File: config.mk
export PLATFORM = sky130hd
export DESIGN_NAME = uart_tx_feeder_flat
export DESIGN_NICKNAME = d
export VERILOG_FILES = /design/src/rtl/uart_tx_feeder_if.sv /design/src/rtl/uart_tx_feeder.sv /design/src/flat_wrapper.sv
export SDC_FILE = /design/constraint.sdc
export NUM_CORES = 1
export LEC_CHECK = 0
export BUFFER_PORTS_ARGS = -buffer_cell sky130_fd_sc_hd__buf_2
export CAP_MARGIN = 25
export CORE_ASPECT_RATIO = 1.75
export CORE_MARGIN = 1
export CORE_UTILIZATION = 50
export DETAILED_ROUTE_END_ITERATION = 8
export PLACE_DENSITY = 0.67
export RECOVER_POWER = 50
export SYNTH_ARGS = -nofsm -noshare
export SYNTH_HDL_FRONTEND = slang
export SYNTH_SLANG_ARGS = --single-unit
File: constraint.sdc
create_clock -name clk -period 8 [get_ports clk]
set_clock_uncertainty 0.2 [all_clocks]
set_input_delay 1.2 -clock clk [delete_from_list [all_inputs] [get_ports clk]]
set_output_delay 1.2 -clock clk [all_outputs]
set_load 0.05 [all_outputs]
File: src/rtl/uart_tx_feeder_if.sv
// Signal bundle between the byte producer, uart_tx_feeder and the UART transmitter.
// slave is the feeder side, master is the producer/transmitter side.
interface uart_tx_feeder_if #(
    parameter int ADDR_W = 4
);
    logic            wr_en;
    logic [7:0]      wr_data;
    logic [4:0]      wr_lcr;
    logic            err_clr;
    logic            full;
    logic            empty;
    logic [ADDR_W:0] count;
    logic [7:0]      tx_data;
    logic [4:0]      tx_lcr;
    logic            tx_start;
    logic            tx_active;
    logic            tx_done;
    logic            busy;
    logic            overflow;
    logic            timeout_err;

    modport slave (
        input  wr_en, wr_data, wr_lcr, err_clr, tx_active, tx_done,
        output full, empty, count, tx_data, tx_lcr, tx_start,
        output busy, overflow, timeout_err
    );

    modport master (
        output wr_en, wr_data, wr_lcr, err_clr, tx_active, tx_done,
        input  full, empty, count, tx_data, tx_lcr, tx_start,
        input  busy, overflow, timeout_err
    );
endinterface

File: src/rtl/uart_tx_feeder.sv
// Byte FIFO plus frame sequencer feeding a UART transmitter one byte at a time.
// Each byte carries its own line-control word; a start pulse launches each frame.
module uart_tx_feeder #(
    parameter int DEPTH      = 16,
    parameter int ADDR_W     = 4,
    parameter int GAP_CYCLES = 0,
    parameter int TIMEOUT    = 65535
) (
    input  logic           clk,
    input  logic           rst,
    uart_tx_feeder_if.slave io_bus
);
    localparam logic [2:0] S_IDLE  = 3'd0;
    localparam logic [2:0] S_LOAD  = 3'd1;
    localparam logic [2:0] S_START = 3'd2;
    localparam logic [2:0] S_WAIT  = 3'd3;
    localparam logic [2:0] S_GAP   = 3'd4;

    localparam logic [ADDR_W:0] L_DEPTH   = (ADDR_W + 1)'(DEPTH);
    localparam logic [15:0]     L_TO_LAST = 16'(TIMEOUT - 1);
    localparam logic [7:0]      L_GAP     = 8'(GAP_CYCLES);

    logic [12:0]       r_mem [DEPTH];
    logic [ADDR_W-1:0] r_wr_ptr;
    logic [ADDR_W-1:0] r_rd_ptr;
    logic [ADDR_W:0]   r_count;
    logic [2:0]        r_state;
    logic [7:0]        r_tx_data;
    logic [4:0]        r_tx_lcr;
    logic              r_tx_start;
    logic [15:0]       r_tcnt;
    logic [7:0]        r_gcnt;
    logic              r_done_held;
    logic              r_overflow;
    logic              r_timeout_err;

    logic        w_full;
    logic        w_push;
    logic        w_drop;
    logic        w_pop;
    logic        w_done;
    logic        w_to_hit;
    logic [12:0] w_head;
    logic        w_unused_active;

    assign w_full   = (r_count == L_DEPTH);
    assign w_push   = io_bus.wr_en & ~w_full;
    assign w_drop   = io_bus.wr_en & w_full;
    assign w_pop    = (r_state == S_LOAD);
    assign w_done   = io_bus.tx_done | r_done_held;
    assign w_to_hit = (r_state == S_WAIT) & ~w_done & (r_tcnt == L_TO_LAST);
    assign w_head   = r_mem[r_rd_ptr];

    // The transmitter's active flag is observed only; it does not steer the FSM.
    assign w_unused_active = io_bus.tx_active;

    assign io_bus.full        = w_full;
    assign io_bus.empty       = (r_count == '0);
    assign io_bus.count       = r_count;
    assign io_bus.tx_data     = r_tx_data;
    assign io_bus.tx_lcr      = r_tx_lcr;
    assign io_bus.tx_start    = r_tx_start;
    assign io_bus.busy        = (r_state != S_IDLE);
    assign io_bus.overflow    = r_overflow;
    assign io_bus.timeout_err = r_timeout_err;

    // FIFO storage; contents are discarded on reset through the pointers.
    always_ff @(posedge clk) begin
        if (w_push) begin
            r_mem[r_wr_ptr] <= {io_bus.wr_lcr, io_bus.wr_data};
        end
    end

    // Write pointer and occupancy; a pop and a push in one cycle cancel.
    always_ff @(posedge clk) begin
        if (rst) begin
            r_wr_ptr <= '0;
            r_count  <= '0;
        end else begin
            if (w_push) begin
                r_wr_ptr <= r_wr_ptr + ADDR_W'(1);
            end
            if (w_push && !w_pop) begin
                r_count <= r_count + (ADDR_W + 1)'(1);
            end else if (!w_push && w_pop) begin
                r_count <= r_count - (ADDR_W + 1)'(1);
            end
        end
    end

    // Frame sequencer: load head byte, pulse start, wait for done, optional gap.
    always_ff @(posedge clk) begin
        if (rst) begin
            r_state     <= S_IDLE;
            r_rd_ptr    <= '0;
            r_tx_data   <= '0;
            r_tx_lcr    <= '0;
            r_tx_start  <= 1'b0;
            r_tcnt      <= '0;
            r_gcnt      <= '0;
            r_done_held <= 1'b0;
        end else begin
            unique case (r_state)
                S_IDLE: begin
                    if (r_count != '0) begin
                        r_state <= S_LOAD;
                    end
                end
                S_LOAD: begin
                    r_tx_data  <= w_head[7:0];
                    r_tx_lcr   <= w_head[12:8];
                    r_rd_ptr   <= r_rd_ptr + ADDR_W'(1);
                    r_tx_start <= 1'b1;
                    r_state    <= S_START;
                end
                S_START: begin
                    r_tx_start  <= 1'b0;
                    r_tcnt      <= '0;
                    r_done_held <= io_bus.tx_done;
                    r_state     <= S_WAIT;
                end
                S_WAIT: begin
                    if (w_done || (r_tcnt == L_TO_LAST)) begin
                        r_done_held <= 1'b0;
                        r_gcnt      <= L_GAP;
                        r_state     <= (GAP_CYCLES > 0) ? S_GAP : S_IDLE;
                    end else begin
                        r_tcnt <= r_tcnt + 16'd1;
                    end
                end
                S_GAP: begin
                    if (r_gcnt <= 8'd1) begin
                        r_gcnt  <= '0;
                        r_state <= S_IDLE;
                    end else begin
                        r_gcnt <= r_gcnt - 8'd1;
                    end
                end
                default: begin
                    r_state <= S_IDLE;
                end
            endcase
        end
    end

    // Sticky error flags; a set in the same cycle as err_clr wins.
    always_ff @(posedge clk) begin
        if (rst) begin
            r_overflow    <= 1'b0;
            r_timeout_err <= 1'b0;
        end else begin
            if (w_drop) begin
                r_overflow <= 1'b1;
            end else if (io_bus.err_clr) begin
                r_overflow <= 1'b0;
            end
            if (w_to_hit) begin
                r_timeout_err <= 1'b1;
            end else if (io_bus.err_clr) begin
                r_timeout_err <= 1'b0;
            end
        end
    end
endmodule
File: src/flat_wrapper.sv
// flat-port wrapper written by rule: the top's interface ports become plain ports
module uart_tx_feeder_flat 
#(
    parameter int DEPTH      = 16,
    parameter int ADDR_W     = 4,
    parameter int GAP_CYCLES = 0,
    parameter int TIMEOUT    = 65535
)
  (clk, rst, io_bus_wr_en, io_bus_wr_data, io_bus_wr_lcr, io_bus_err_clr, io_bus_tx_active, io_bus_tx_done, io_bus_full, io_bus_empty, io_bus_count, io_bus_tx_data, io_bus_tx_lcr, io_bus_tx_start, io_bus_busy, io_bus_overflow, io_bus_timeout_err);
  uart_tx_feeder_if #(.ADDR_W(ADDR_W)) io_bus_i ();
  input  logic clk;
  input  logic rst;
  input wire logic [$bits(io_bus_i.wr_en)-1:0] io_bus_wr_en;
  input wire logic [$bits(io_bus_i.wr_data)-1:0] io_bus_wr_data;
  input wire logic [$bits(io_bus_i.wr_lcr)-1:0] io_bus_wr_lcr;
  input wire logic [$bits(io_bus_i.err_clr)-1:0] io_bus_err_clr;
  input wire logic [$bits(io_bus_i.tx_active)-1:0] io_bus_tx_active;
  input wire logic [$bits(io_bus_i.tx_done)-1:0] io_bus_tx_done;
  output wire logic [$bits(io_bus_i.full)-1:0] io_bus_full;
  output wire logic [$bits(io_bus_i.empty)-1:0] io_bus_empty;
  output wire logic [$bits(io_bus_i.count)-1:0] io_bus_count;
  output wire logic [$bits(io_bus_i.tx_data)-1:0] io_bus_tx_data;
  output wire logic [$bits(io_bus_i.tx_lcr)-1:0] io_bus_tx_lcr;
  output wire logic [$bits(io_bus_i.tx_start)-1:0] io_bus_tx_start;
  output wire logic [$bits(io_bus_i.busy)-1:0] io_bus_busy;
  output wire logic [$bits(io_bus_i.overflow)-1:0] io_bus_overflow;
  output wire logic [$bits(io_bus_i.timeout_err)-1:0] io_bus_timeout_err;
  assign io_bus_i.wr_en = io_bus_wr_en;
  assign io_bus_i.wr_data = io_bus_wr_data;
  assign io_bus_i.wr_lcr = io_bus_wr_lcr;
  assign io_bus_i.err_clr = io_bus_err_clr;
  assign io_bus_i.tx_active = io_bus_tx_active;
  assign io_bus_i.tx_done = io_bus_tx_done;
  assign io_bus_full = io_bus_i.full;
  assign io_bus_empty = io_bus_i.empty;
  assign io_bus_count = io_bus_i.count;
  assign io_bus_tx_data = io_bus_i.tx_data;
  assign io_bus_tx_lcr = io_bus_i.tx_lcr;
  assign io_bus_tx_start = io_bus_i.tx_start;
  assign io_bus_busy = io_bus_i.busy;
  assign io_bus_overflow = io_bus_i.overflow;
  assign io_bus_timeout_err = io_bus_i.timeout_err;
  uart_tx_feeder #(.DEPTH(DEPTH), .ADDR_W(ADDR_W), .GAP_CYCLES(GAP_CYCLES), .TIMEOUT(TIMEOUT)) u_core (.clk(clk), .rst(rst), .io_bus(io_bus_i));
endmodule
### After elaboration in Yosys (flattened, before gate mapping)

Memory sizes are Yosys's and may differ from the RTL's. A register that Yosys moved wholly into a read port is not among the register bits.
Cells that the tools add are included.

* bits in registers: 44
* bits in writable memories: 208
* bits of input ports: 19
* output and inout port bits: 24
* logic and storage cells: 73
* memories kept: 1

Memory list
* u_core.r_mem: depth 16, bits a word 13, read ports 1, clocked after memory_dff 1, write ports 1, line uart_tx_feeder.sv:23 `logic [12:0] r_mem [DEPTH];`

* $add $sub $neg: 6
* $lt $le $gt $ge: 1
* eq/ne operators: 10
* muxes and demuxes: 19
* bitwise gates (word level): 7
* reductions and logical operators: 19

Operators with widths (count)
* $pmux 16 s2: 1
* $add 16x1->16 const B: 1
* $eq 16x16->1 const B: 1
* $mux 16: 1
* $mux 8: 2
* $pmux 8 s2: 1
* $pmux 3 s5: 1
* $reduce_bool 2->1: 6
* $mux 5: 2
* $mux 3: 3
* $add 4x1->4 const B: 2
* $le 8x1->1 const B: 1
* $sub 8x1->8 const B: 1
* $eq 3x2->1 const B: 2
* $mux 1: 6
* $reduce_and 2->1: 3
* $add 5x1->5 const B: 1
* $eq 5x5->1 const B: 1
* $logic_not 5->1: 1
* $reduce_bool 5->1: 1
* $sub 5x1->5 const B: 1
* $and 1x1->1: 4
* $ne 2x1->1 const B: 2
* $ne 2x2->1 const B: 2
* 11 further kinds: 15

### Longest topological paths before layout

Gate-level depths: netlist of the first run.

* depth after elaboration: 7
* depth in mapped cells: 12
* gate-level depth less buffers: 11

### Worst setup path after synthesis of the first run

Ideal clock, no wire load.

* path type: in2reg
* from: in io_bus_wr_en
* to: reg u_core.r_count[4], in the netlist u_core.io_bus.count[4]
* library setup time: 71 ps
* arrival time: 3023 ps
* data required time: 7729 ps
* setup slack: 4706 ps
* cell stages on the path: 9
* path buffers: 0
* cells stage by stage: a21boi_2 ha_1 inv_1 fa_1 a21o_1 a21oi_1 xnor2_1 or3_1 a21oi_1

* cells in the longest elaborated chain, start to end: 4
* elaborated cells between the ends (all ways): 6
* those cells by class: mux: 1; bitwise: 1; reduce/logical: 4

Ends and longest elaborated chain
* start, declared: line flat_wrapper.sv:13 `input wire logic [$bits(io_bus_i.wr_en)-1:0] io_bus_wr_en;`
* $and 1x1->1 *: line uart_tx_feeder.sv:47 `assign w_push = io_bus.wr_en & ~w_full;`
* $logic_not 1->1: line uart_tx_feeder.sv:85 `end else if (!w_push && w_pop) begin`
* $logic_and 1x1->1: line uart_tx_feeder.sv:85
* $reduce_bool 2->1 (no source line)
* end signal, assigned: line uart_tx_feeder.sv:84 `r_count <= r_count + (ADDR_W + 1)'(1);`
* end signal, assigned: line uart_tx_feeder.sv:86 `r_count <= r_count - (ADDR_W + 1)'(1);`
* end, declared: line uart_tx_feeder.sv:26 `logic [ADDR_W:0] r_count;`

Every way passes the cells marked *; elsewhere a longest branch is shown, timed or not.
A chain may end at the register's enable or synchronous reset.

### Worst setup path after layout of the first run

* from: in io_bus_wr_en
* to: reg u_core.r_count[4], in the netlist u_core.io_bus.count[4]

* cells in the longest elaborated chain, start to end: 4
* elaborated cells between the ends (all ways): 6
* those cells by class: mux: 1; bitwise: 1; reduce/logical: 4

Ends and longest elaborated chain
* $and 1x1->1 *: line uart_tx_feeder.sv:47
* net u_core.w_push: line uart_tx_feeder.sv:38 `logic w_push;`
* $logic_not 1->1: line uart_tx_feeder.sv:85
* $logic_and 1x1->1: line uart_tx_feeder.sv:85
* $reduce_bool 2->1 (no source line)

The timed path passes the listed nets; every way through them passes the cells marked *.

==> results of run 1 <==
## kinds of logic (layout without fill, tap and decap cells)
family / count (synthesis) / in the layout
AND/OR/NAND/NOR: 127 / 127
buffers and inverters: 45 / 107
AO/OA/AOI/OAI: 85 / 85
adder cells (fa/ha/maj): 17 / 17
multiplexers: 84 / 84
XOR/XNOR: 12 / 12
flip-flops: 256 / 256
## power groups by stage
| stage | clock network [uW] | logic (uW) | registers [uW] |
|---|---|---|---|
| 6_report | 1110 | 685 | 1570 |
| 3_5_place_dp | 0 | 696 | 1600 |
| 5_1_grt | 1180 | 736 | 1580 |
| 3_3_place_gp | 0 | 671 | 1590 |
| 4_1_cts | 1130 | 699 | 1570 |
| 2_1_floorplan | 0 | 432 | 1680 |
## layer usage
metal	share of wire, %	global-route usage, %
met5	0	0
met4	4.5	10.51
met3	4.3	2.952
met2	54	38.29
met1	37	22.95
## layout by cell type (no fill, tap or decap), drive strengths merged, types with 2 or more instances in the layout
master | netlist | layout
nor4 | 4 | 4
nand3b | 4 | 4
and3 | 5 | 5
nand4 | 6 | 6
a22oi | 2 | 2
nor2 | 43 | 43
xor2 | 7 | 7
a211oi | 3 | 3
nand2b | 3 | 3
inv | 11 | 12
mux4 | 39 | 39
clkinvlp | 0 | 2
and4 | 5 | 5
nor3 | 9 | 9
o221ai | 13 | 13
xnor2 | 5 | 5
o21ai | 7 | 7
nand2 | 27 | 27
ha | 16 | 16
a21oi | 12 | 12
a21o | 2 | 2
bufinv | 0 | 2
clkbuf | 14 | 48
edfxtp | 208 | 208
clkinv | 0 | 7
and2b | 2 | 2
or3 | 4 | 4
a31oi | 18 | 18
buf | 20 | 36
a22o | 2 | 2
o31ai | 4 | 4
dfxtp | 48 | 48
o211ai | 13 | 13
nand3 | 10 | 10
mux2 | 14 | 14
mux2i | 31 | 31
a211o | 2 | 2
## stage by stage
stage / setup slack (ns) / hold WS (ns) / instances
after detailed placement: 4.386 / 0.2676 / 893
after global placement: 4.426 / 0.2612 / 891
final: 4.366 / 0.2768 / 936
after CTS: 4.626 / 0.2816 / 936
after floorplan: 4.706 / 0.2546 / 626
after global routing: 4.128 / 0.3045 / 936
## worst max-delay path, cell delays in order
cell and delay (ns):
sky130_fd_sc_hd__clkbuf_1 0.11, sky130_fd_sc_hd__a21boi_0 0.80, sky130_fd_sc_hd__ha_1 0.32, sky130_fd_sc_hd__inv_1 0.11, sky130_fd_sc_hd__fa_1 0.42, sky130_fd_sc_hd__a21o_1 0.18
sky130_fd_sc_hd__a21oi_1 0.18, sky130_fd_sc_hd__xnor2_1 0.09, sky130_fd_sc_hd__or3_1 0.30, sky130_fd_sc_hd__a21oi_1 0.14
## state kept, by name (all words and copies together) (netlist names)
name / cells
u_core.io_bus.count: 5
u_core.io_bus.overflow: 1
u_core.io_bus.timeout_err: 1
u_core.r_tcnt: 16
u_core.r_done_held: 1
u_core.io_bus.tx_data: 8
u_core.r_wr_ptr: 4
u_core.io_bus.tx_lcr: 5
u_core.io_bus.tx_start: 1
u_core.r_mem: 208
u_core.r_rd_ptr: 4
u_core.r_state: 2
## cell type report
type / count / area, um^2
Clock buffer: 31 / 648.1
Clock inverter: 12 / 113.9
Fill cell: 1536 / 8677
Inverter: 11 / 41.29
Multi-Input combinational cell: 325 / 2975
Sequential cell: 256 / 7213
Tap cell: 248 / 310.3
Timing Repair Buffer: 53 / 309.0
## final timing paths
path | startpoint | endpoint | slack [ns] | depth (start not counted)
min reg2reg | u_core.io_bus.tx_start$_SDFFE_PP0P_ | u_core.io_bus.tx_start$_SDFFE_PP0P_ | 0.28 | 2
max reg2reg | u_core.io_bus.count[0]$_SDFFE_PP0P_ | u_core.io_bus.count[4]$_SDFFE_PP0P_ | 4.59 | 10
min | u_core.io_bus.tx_start$_SDFFE_PP0P_ | u_core.io_bus.tx_start$_SDFFE_PP0P_ | 0.28 | 2
max | io_bus_wr_en | u_core.io_bus.count[4]$_SDFFE_PP0P_ | 4.37 | 10
==> results.md, run 1 <==
- Number of pins with negative max-slew slack in the final report: 45
- Reported net switching power: 971.6 uW
- Proportion of power drawn by the clock network: 33.1%
- Final WL: 21.63 mm
- Slew at the pin closest to its max-slew limit: 1.892 ns
- Outcome: complete, but fails checks
- Fraction of synthesized area in multiplexers: 12.97%
- Final sum of negative setup slack: 0 ns
- Wire length per cell after detailed routing: 23.11 um
- Library cells used by synthesis: 56
- Period Utilization, post-route: 45.43%
- DR iter-0 viols: 357
- Synth Area in Compound Gates: 5.980%
- Count leader, synth: sky130_fd_sc_hd__edfxtp_1
- Combinational family with the most area after synthesis: multiplexers
- Die Footprint: 21,360 um^2
- Switch share: 28.87%
- CTS clk-pin slew, worst paths: 0.07 ns
- Clock Latency Late Sink: 0.52 ns
- EDFF count, synth: 208
- Number of buffers on the longest clock path: 3
- Fraction of registers with async set/reset: 0%
- Die outline height: 192.6 um
- Biggest area consumer among synthesized cells: sky130_fd_sc_hd__edfxtp_1
- Yosys top cell area share: 60.19%
- Routed vias/inst: 6.099
- Post-cts gate resize count: 0
- Layout cells sized above 1: 20.49%
- Areal power density over the cells: 289.8 nW/um^2
- Setup repair after global routing missed its margin: false
- Worst vdd rail ir drop: 0.2138 mV
- Average cell area after synthesis: 16.58 um^2
- CP Max Fanout: 9
- Area delta synth->final: 11.89%
- Post-detailed-placement half-perimeter wirelength: 12.96 mm
- Area after DPL: 10,910 um^2
- Number of buffers added on ports: 41
- Adder and majority cell fraction of the synthesized area: 2.122%
- Number of DRC violations after detailed routing: 0
- CTS H-Tree Depth: 1
- Clk root buf: sky130_fd_sc_hd__clkbuf_16
- Antenna fix cells: 0
- Synthesized instance count: 626
- Starting density of the core: 51.15%
- Cell area after synthesis: 10,380 um^2
- Antenna violations before repair: 0
- Total number of clock tree sinks: 256
- Hold violation count in the final report: 0
- Post-layout min period: 3.634 ns
- Worst path arrival time: 3.86 ns
- Buffers inserted by post-CTS timing repair: 0
- Final design area excluding fillers: 11,610 um^2
- Ranking of synthesized cells by area: sky130_fd_sc_hd__edfxtp_1 60%, sky130_fd_sc_hd__dfxtp_1 9.3%, sky130_fd_sc_hd__mux4_2 8.5%
- Flip-flop cell with the highest count after synthesis: sky130_fd_sc_hd__edfxtp_1
- First-pass GRT wire length: 33.24 mm
- Routed vias: 5,709
- Fraction of the yosys area taken by sequential cells: 69.45%
- Logic pwr share: 20.3%
- Maximum clock rate: 0.2752 GHz
- Total nets after synthesis: 662
- Std cell rows: 69
- Max-Cap Viols: 1
- Number of antenna-violating nets in the routed design: 0
- Total number of yosys warnings: 0
- Leakage: 0.003774 uW
- Pre-Repair DR Iteration Count: 5
- Max transition margin: -26.12%
- Cell types with the highest counts after synthesis: 208 x sky130_fd_sc_hd__edfxtp_1, 48 x sky130_fd_sc_hd__dfxtp_1, 41 x sky130_fd_sc_hd__nor2_1
- Hold-fix buffers at CTS: 0
- Simple-gate portion of the synthesized area: 6.378%
- Area of the core region: 20,290 um^2
- Global placement routability congestion: 0.8506
- Via count of the first global-routing pass: 6,046
- Chip Width: 110.9 um
- Clock tree from TritonCTS: yes
- Net count, final: 707
- Register share of total power: 46.6%
- Number of buffers inserted during clock tree synthesis: 24
- Kind of capture point of the worst setup path: flop
- Violations in the final reports: capacitance limit, slew limit
- Final setup vio count: 0
- XOR/XNOR Fraction of Synth Area: 1.013%
- IO Pins: 43
- Overflow after GRT: 0
- Crit Path Category: in -> reg
- Critical Path Source Type: input pin
- Largest net degree at the start of global routing: 56
- Data required time at the worst endpoint: 8.23 ns
- Total Power: 3365 uW
- Global-route total usage across every layer: 20.63%
- Final standard cell utilization of the core: 57.23%
- Type of the most critical hold path: reg -> reg
- Cell-internal power: 2394 uW
- Number of synthesized register bits: 256
No activity file was read; power rests on OpenSTA's default activity.
==> inputs of run 2 (changes only) <==
Clock period 8 ns to 3.4 ns, I/O delays scaled along.
==> results.md, run 2 (synthesis results as in run 1) <==
- Kind of capture point of the worst setup path: flop
- Clock tree from TritonCTS: yes
- Number of filler instances in the final layout: 1,527
- Met2 layer usage reported by global route: 39.61%
- Routed vias: 5,837
- Chip Width: 110.9 um
- Number of antenna-violating nets in the routed design: 0
- Clock Latency Late Sink: 0.52 ns
- Maximum clock rate: 0.3279 GHz
- GRT met3 Usage: 3.423%
- Origin of the critical flop-to-flop path: u_core.io_bus.count[0]$_SDFFE_PP0P_
- Wire length per cell after detailed routing: 22.70 um
- Launching element of the worst setup path: u_core.io_bus.count[0]$_SDFFE_PP0P_
- Critical Path Source Type: flop
- Leakage: 0.003853 uW
- Hold path start: rst
- IO Pins: 43
- Period Utilization, post-route: 89.69%
- Hold-fix buffers at CTS: 0
- Routed vias/inst: 6.080
- Number of buffers added on ports: 41
- Register with the most flip-flops: u_core.r_mem
- Worst path arrival time: 3.30 ns
- Clk root buf: sky130_fd_sc_hd__clkbuf_16
- Buffers inserted by post-CTS timing repair: 0
- Largest net degree at the start of global routing: 43
- Slowest cell delay on critical path: 0.54 ns
- Number of buffers on the longest clock path: 3
- Via count of the first global-routing pass: 6,172
- Hold path depth: 2
- Number of buffers inserted during clock tree synthesis: 24
- Net count, final: 730
- Post-cts gate resize count: 0
- Pre-Repair DR Iteration Count: 5
- Global placement routability congestion: 0.8250
- Post-detailed-placement half-perimeter wirelength: 14.16 mm
- CTS H-Tree Depth: 1
- Type of the most critical hold path: in -> reg
- Outcome: finished, final reports clean
- Global routing met1 resource utilization: 24.08%
- Number of pins with negative max-slew slack in the final report: 0
- Overflow after GRT: 0
- Non-filler instance count after layout: 960
- Max-Cap Viols: 0
- Starting density of the core: 51.15%
- Number of placed instances with taps included: 916
- Area of the core region: 20,290 um^2
- First-pass GRT wire length: 34.27 mm
- Global-route total usage across every layer: 21.12%
- Hold violation count in the final report: 0
- Depth of the worst register-to-register path: 10
- Number of flip-flops under the largest register name: 208
- DR iter-0 viols: 364
- Top library cells by usage in the layout, fill and taps aside: 208 x sky130_fd_sc_hd__edfxtp_1, 46 x sky130_fd_sc_hd__dfxtp_1, 42 x sky130_fd_sc_hd__nor2_1, 42 x sky130_fd_sc_hd__clkbuf_1, 39 x sky130_fd_sc_hd__mux4_2
- Post-layout min period: 3.049 ns
- Area delta synth->final: 13.23%
- CTS clk-pin slew, worst paths: 0.07 ns
- Areal power density over the cells: 679.7 nW/um^2
- Crit Path Category: reg -> reg
- Slew at the pin closest to its max-slew limit: 1.369 ns
- Antenna violations before repair: 0
- Final setup vio count: 0
- Max transition margin: 8.597%
- Die outline height: 192.6 um
- CP Max Fanout: 9
- Layout cells sized above 1: 20.37%
- Number of DRC violations after detailed routing: 0
- Final sum of negative setup slack: 0 ns
- Most congested layer reported by global routing: met2
- Setup repair after global routing missed its margin: false
- Std cell rows: 69
- Worst vdd rail ir drop: 0.5857 mV
- Total number of clock tree sinks: 256
- Total Power: 7987 uW
- Data required time at the worst endpoint: 3.65 ns
- Final WL: 21.79 mm
- Antenna fix cells: 0
- Worst path cell trace: nor4_1 -> a21boi_2 -> ha_1 -> inv_1 -> ha_1 -> a21o_1 -> a21oi_1 -> xnor2_1 -> or3_1 -> a21oi_1
- Die Footprint: 21,360 um^2
- Most frequent standard cell in the layout excluding fill and tap cells: sky130_fd_sc_hd__edfxtp_1
- Crit-path slowest cell: sky130_fd_sc_hd__nor4_1
run 2: worst max-delay path: cells and delay by family, from the launching register on:
kind	cells	cell delay, ns
compound gates	4	0.77
xor+xnor	1	0.09
fa+ha+maj	2	0.57
buf+inv	1	0.14
flops	1	0.36
simple gates	2	0.85
run 2: worst paths after layout:
kind	endpoint	slack, ns
worst max-delay path	u_core.io_bus.count[4]$_SDFFE_PP0P_	0.35
worst min-delay path	u_core.r_rd_ptr[0]$_SDFFE_PP0P_	0.03
worst max register to register	u_core.io_bus.count[4]$_SDFFE_PP0P_	0.35
worst min register to register	u_core.io_bus.tx_lcr[2]$_SDFFE_PP0P_	0.28
run 2: final cells by class:
type	count	area (um^2)	share of cell area (%)
flip-flops and latches	256	7209	61.36
multi-input cells	325	2964	25.23
clock buffers	34	689.4	5.867
repair buffers	76	430.4	3.663
well taps	248	310.3	2.641
clock inverters	10	105.1	0.8945
inverters	11	41.29	0.3514
run 2: per-layer routing:
layer,wire length [um],vias up
li1,-,2619
met1,8041,2976
met2,11820,204
met3,1316,38
met4,617,0
met5,0,-
run 2: report_power, final:
| part | internal, uW | leakage [uW] | switching (uW) |
|---|---|---|---|
| logic | 565 | 0.00119 | 1050 |
| clock network | 1570 | 0.000391 | 1120 |
| registers | 3560 | 0.00227 | 128 |
| total | 5700 | 0.00385 | 2290 |
run 2: metrics by stage:
stage | cell area (um^2) | hold slack, ns | utilization, % | setup WS, ns
6_report | 11750 | 0.02800 | 57.92 | 0.3506
3_3_place_gp | 11020 | 0.2667 | 54.31 | 0.3689
2_1_floorplan | 10380 | 0.2546 | - | 0.3839
5_1_grt | 11750 | 0.03174 | 57.92 | 0.07439
3_5_place_dp | 11020 | 0.2646 | 54.31 | 0.3300
4_1_cts | 11810 | 0.01494 | 58.23 | 0.3186
==> inputs of run 3 (changes only) <==
Settings changed: CORE_UTILIZATION 50 to 61, PLACE_DENSITY 0.67 to 0.79.
==> results.md, run 3 (synthesis results as in run 1) <==
- Outcome: finished, final reports clean
- Largest net degree at the start of global routing: 44
- Data required time at the worst endpoint: 3.63 ns
- CTS H-Tree Depth: 1
- Most frequent standard cell in the layout excluding fill and tap cells: sky130_fd_sc_hd__edfxtp_1
- Routed vias/inst: 6.329
- Wire length per cell after detailed routing: 23.74 um
- Reg area: 7212 um^2
- Die Footprint: 17,560 um^2
- Multi-input gate area: 2964 um^2
- Max transition margin: 19.63%
- Number of buffers inserted during clock tree synthesis: 23
- Net count, final: 719
- Crit Path Category: reg -> reg
- Leakage: 0.003767 uW
- Clk root buf: sky130_fd_sc_hd__clkbuf_16
- Number of buffers on the longest clock path: 3
- Smallest hold slack: 0.06594 ns
- Hold-fix buffers at CTS: 0
- Type of the most critical hold path: in -> reg
- Buffers inserted by post-CTS timing repair: 0
- Max-Cap Viols: 0
- Area of the core region: 16,520 um^2
- IO Pins: 43
- Global routing met1 resource utilization: 31.82%
- Final standard cell utilization of the core: 70.13%
- Post-layout min period: 2.990 ns
- Period Utilization, post-route: 87.93%
- Antenna violations before repair: 0
- Number of pins with negative max-slew slack in the final report: 0
- Slew at the pin closest to its max-slew limit: 1.206 ns
- Top library cells by usage in the layout, fill and taps aside: 208 x sky130_fd_sc_hd__edfxtp_1, 46 x sky130_fd_sc_hd__dfxtp_1, 42 x sky130_fd_sc_hd__nor2_1, 41 x sky130_fd_sc_hd__clkbuf_1, 39 x sky130_fd_sc_hd__mux4_2
- Number of filler instances in the final layout: 1,048
- Layout cells sized above 1: 18.77%
- Starting density of the core: 62.80%
- Chip Width: 100.6 um
- DR iter-0 viols: 444
- Setup repair after global routing missed its margin: false
- Pre-Repair DR Iteration Count: 5
- First-pass GRT wire length: 33.98 mm
- Kind of capture point of the worst setup path: flop
- Die outline height: 174.5 um
- Global placement routability congestion: 0.7674
- Number of buffers added on ports: 41
- Most congested layer reported by global routing: met2
- Total number of clock tree sinks: 256
- Maximum clock rate: 0.3345 GHz
- Clock tree from TritonCTS: yes
- Overflow after GRT: 0
- Area delta synth->final: 11.67%
- Final sum of negative setup slack: 0 ns
- Worst path arrival time: 3.22 ns
- Number of antenna-violating nets in the routed design: 0
- CTS clk-pin slew, worst paths: 0.06 ns
- Clock Latency Late Sink: 0.50 ns
- Routed vias: 5,835
- Antenna fix cells: 0
- Final WL: 21.89 mm
- Global-route total usage across every layer: 26.22%
- Post-cts gate resize count: 0
- Via count of the first global-routing pass: 6,108
- Register with the most flip-flops: u_core.r_mem
- Worst vdd rail ir drop: 0.6436 mV
- Met2 layer usage reported by global route: 46.40%
- GRT met3 Usage: 4.343%
- Final setup vio count: 0
- Std cell rows: 62
- Areal power density over the cells: 672.3 nW/um^2
- Hold violation count in the final report: 0
- Post-detailed-placement half-perimeter wirelength: 13.64 mm
- CP Max Fanout: 9
- Number of flip-flops under the largest register name: 208
- Number of DRC violations after detailed routing: 0
- Critical Path Source Type: flop
- Total Power: 7791 uW
## run 3: layout make-up
class | count | area share, %
Sequential cell | 256 | 62.23
Multi-Input combinational cell | 325 | 25.58
Clock buffer | 34 | 5.755
Timing Repair Buffer | 66 | 3.185
Tap cell | 224 | 2.418
Clock inverter | 6 | 0.4751
Inverter | 11 | 0.3563
## run 3: report_power, final
group	total [uW]	switching [uW]	internal (uW)	leakage [uW]
Combinational	1600	1040	562	0.00115
Sequential	3700	139	3560	0.00227
Clock	2490	1060	1430	0.000352
Total	7790	2240	5550	0.00377
## run 3: final timing paths
| kind | from | end | slack, ns | depth (start not counted) |
|---|---|---|---|---|
| setup / recovery | u_core.io_bus.count[0]$_SDFFE_PP0P_ | u_core.io_bus.count[4]$_SDFFE_PP0P_ | 0.41 | 10 |
| hold / removal | io_bus_wr_en | u_core.io_bus.overflow$_SDFFE_PP0P_ | 0.07 | 3 |
| setup reg to reg | u_core.io_bus.count[0]$_SDFFE_PP0P_ | u_core.io_bus.count[4]$_SDFFE_PP0P_ | 0.41 | 10 |
| hold reg to reg | u_core.io_bus.tx_start$_SDFFE_PP0P_ | u_core.io_bus.tx_start$_SDFFE_PP0P_ | 0.28 | 2 |
## run 3: layer usage
metal	share of wire, %	vias to the layer above	wire, um
met2	54	227	11810
li1	-	2590	-
met4	3.6	0	780
met5	0	-	0
met1	37	2967	7989
met3	6.0	51	1306
## run 3: critical path: stages (launching register included)
cell	delay, ns
sky130_fd_sc_hd__dfxtp_1	0.37
sky130_fd_sc_hd__nor4_1	0.51
sky130_fd_sc_hd__a21boi_2	0.23
sky130_fd_sc_hd__ha_1	0.27
sky130_fd_sc_hd__inv_1	0.14
sky130_fd_sc_hd__ha_1	0.29
sky130_fd_sc_hd__a21o_1	0.19
sky130_fd_sc_hd__a21oi_1	0.17
sky130_fd_sc_hd__xnor2_1	0.09
sky130_fd_sc_hd__or3_1	0.30
sky130_fd_sc_hd__a21oi_1	0.15
## run 3: stage by stage
step                setup WS, ns  instance area (um^2)  cells
global route              0.1918                 11590    922
floorplan                 0.3839                 10380    626
global placement          0.4392                 10930    882
finish                    0.4105                 11590    922
CTS                       0.3928                 11650    922
detailed placement        0.4091                 10930    882
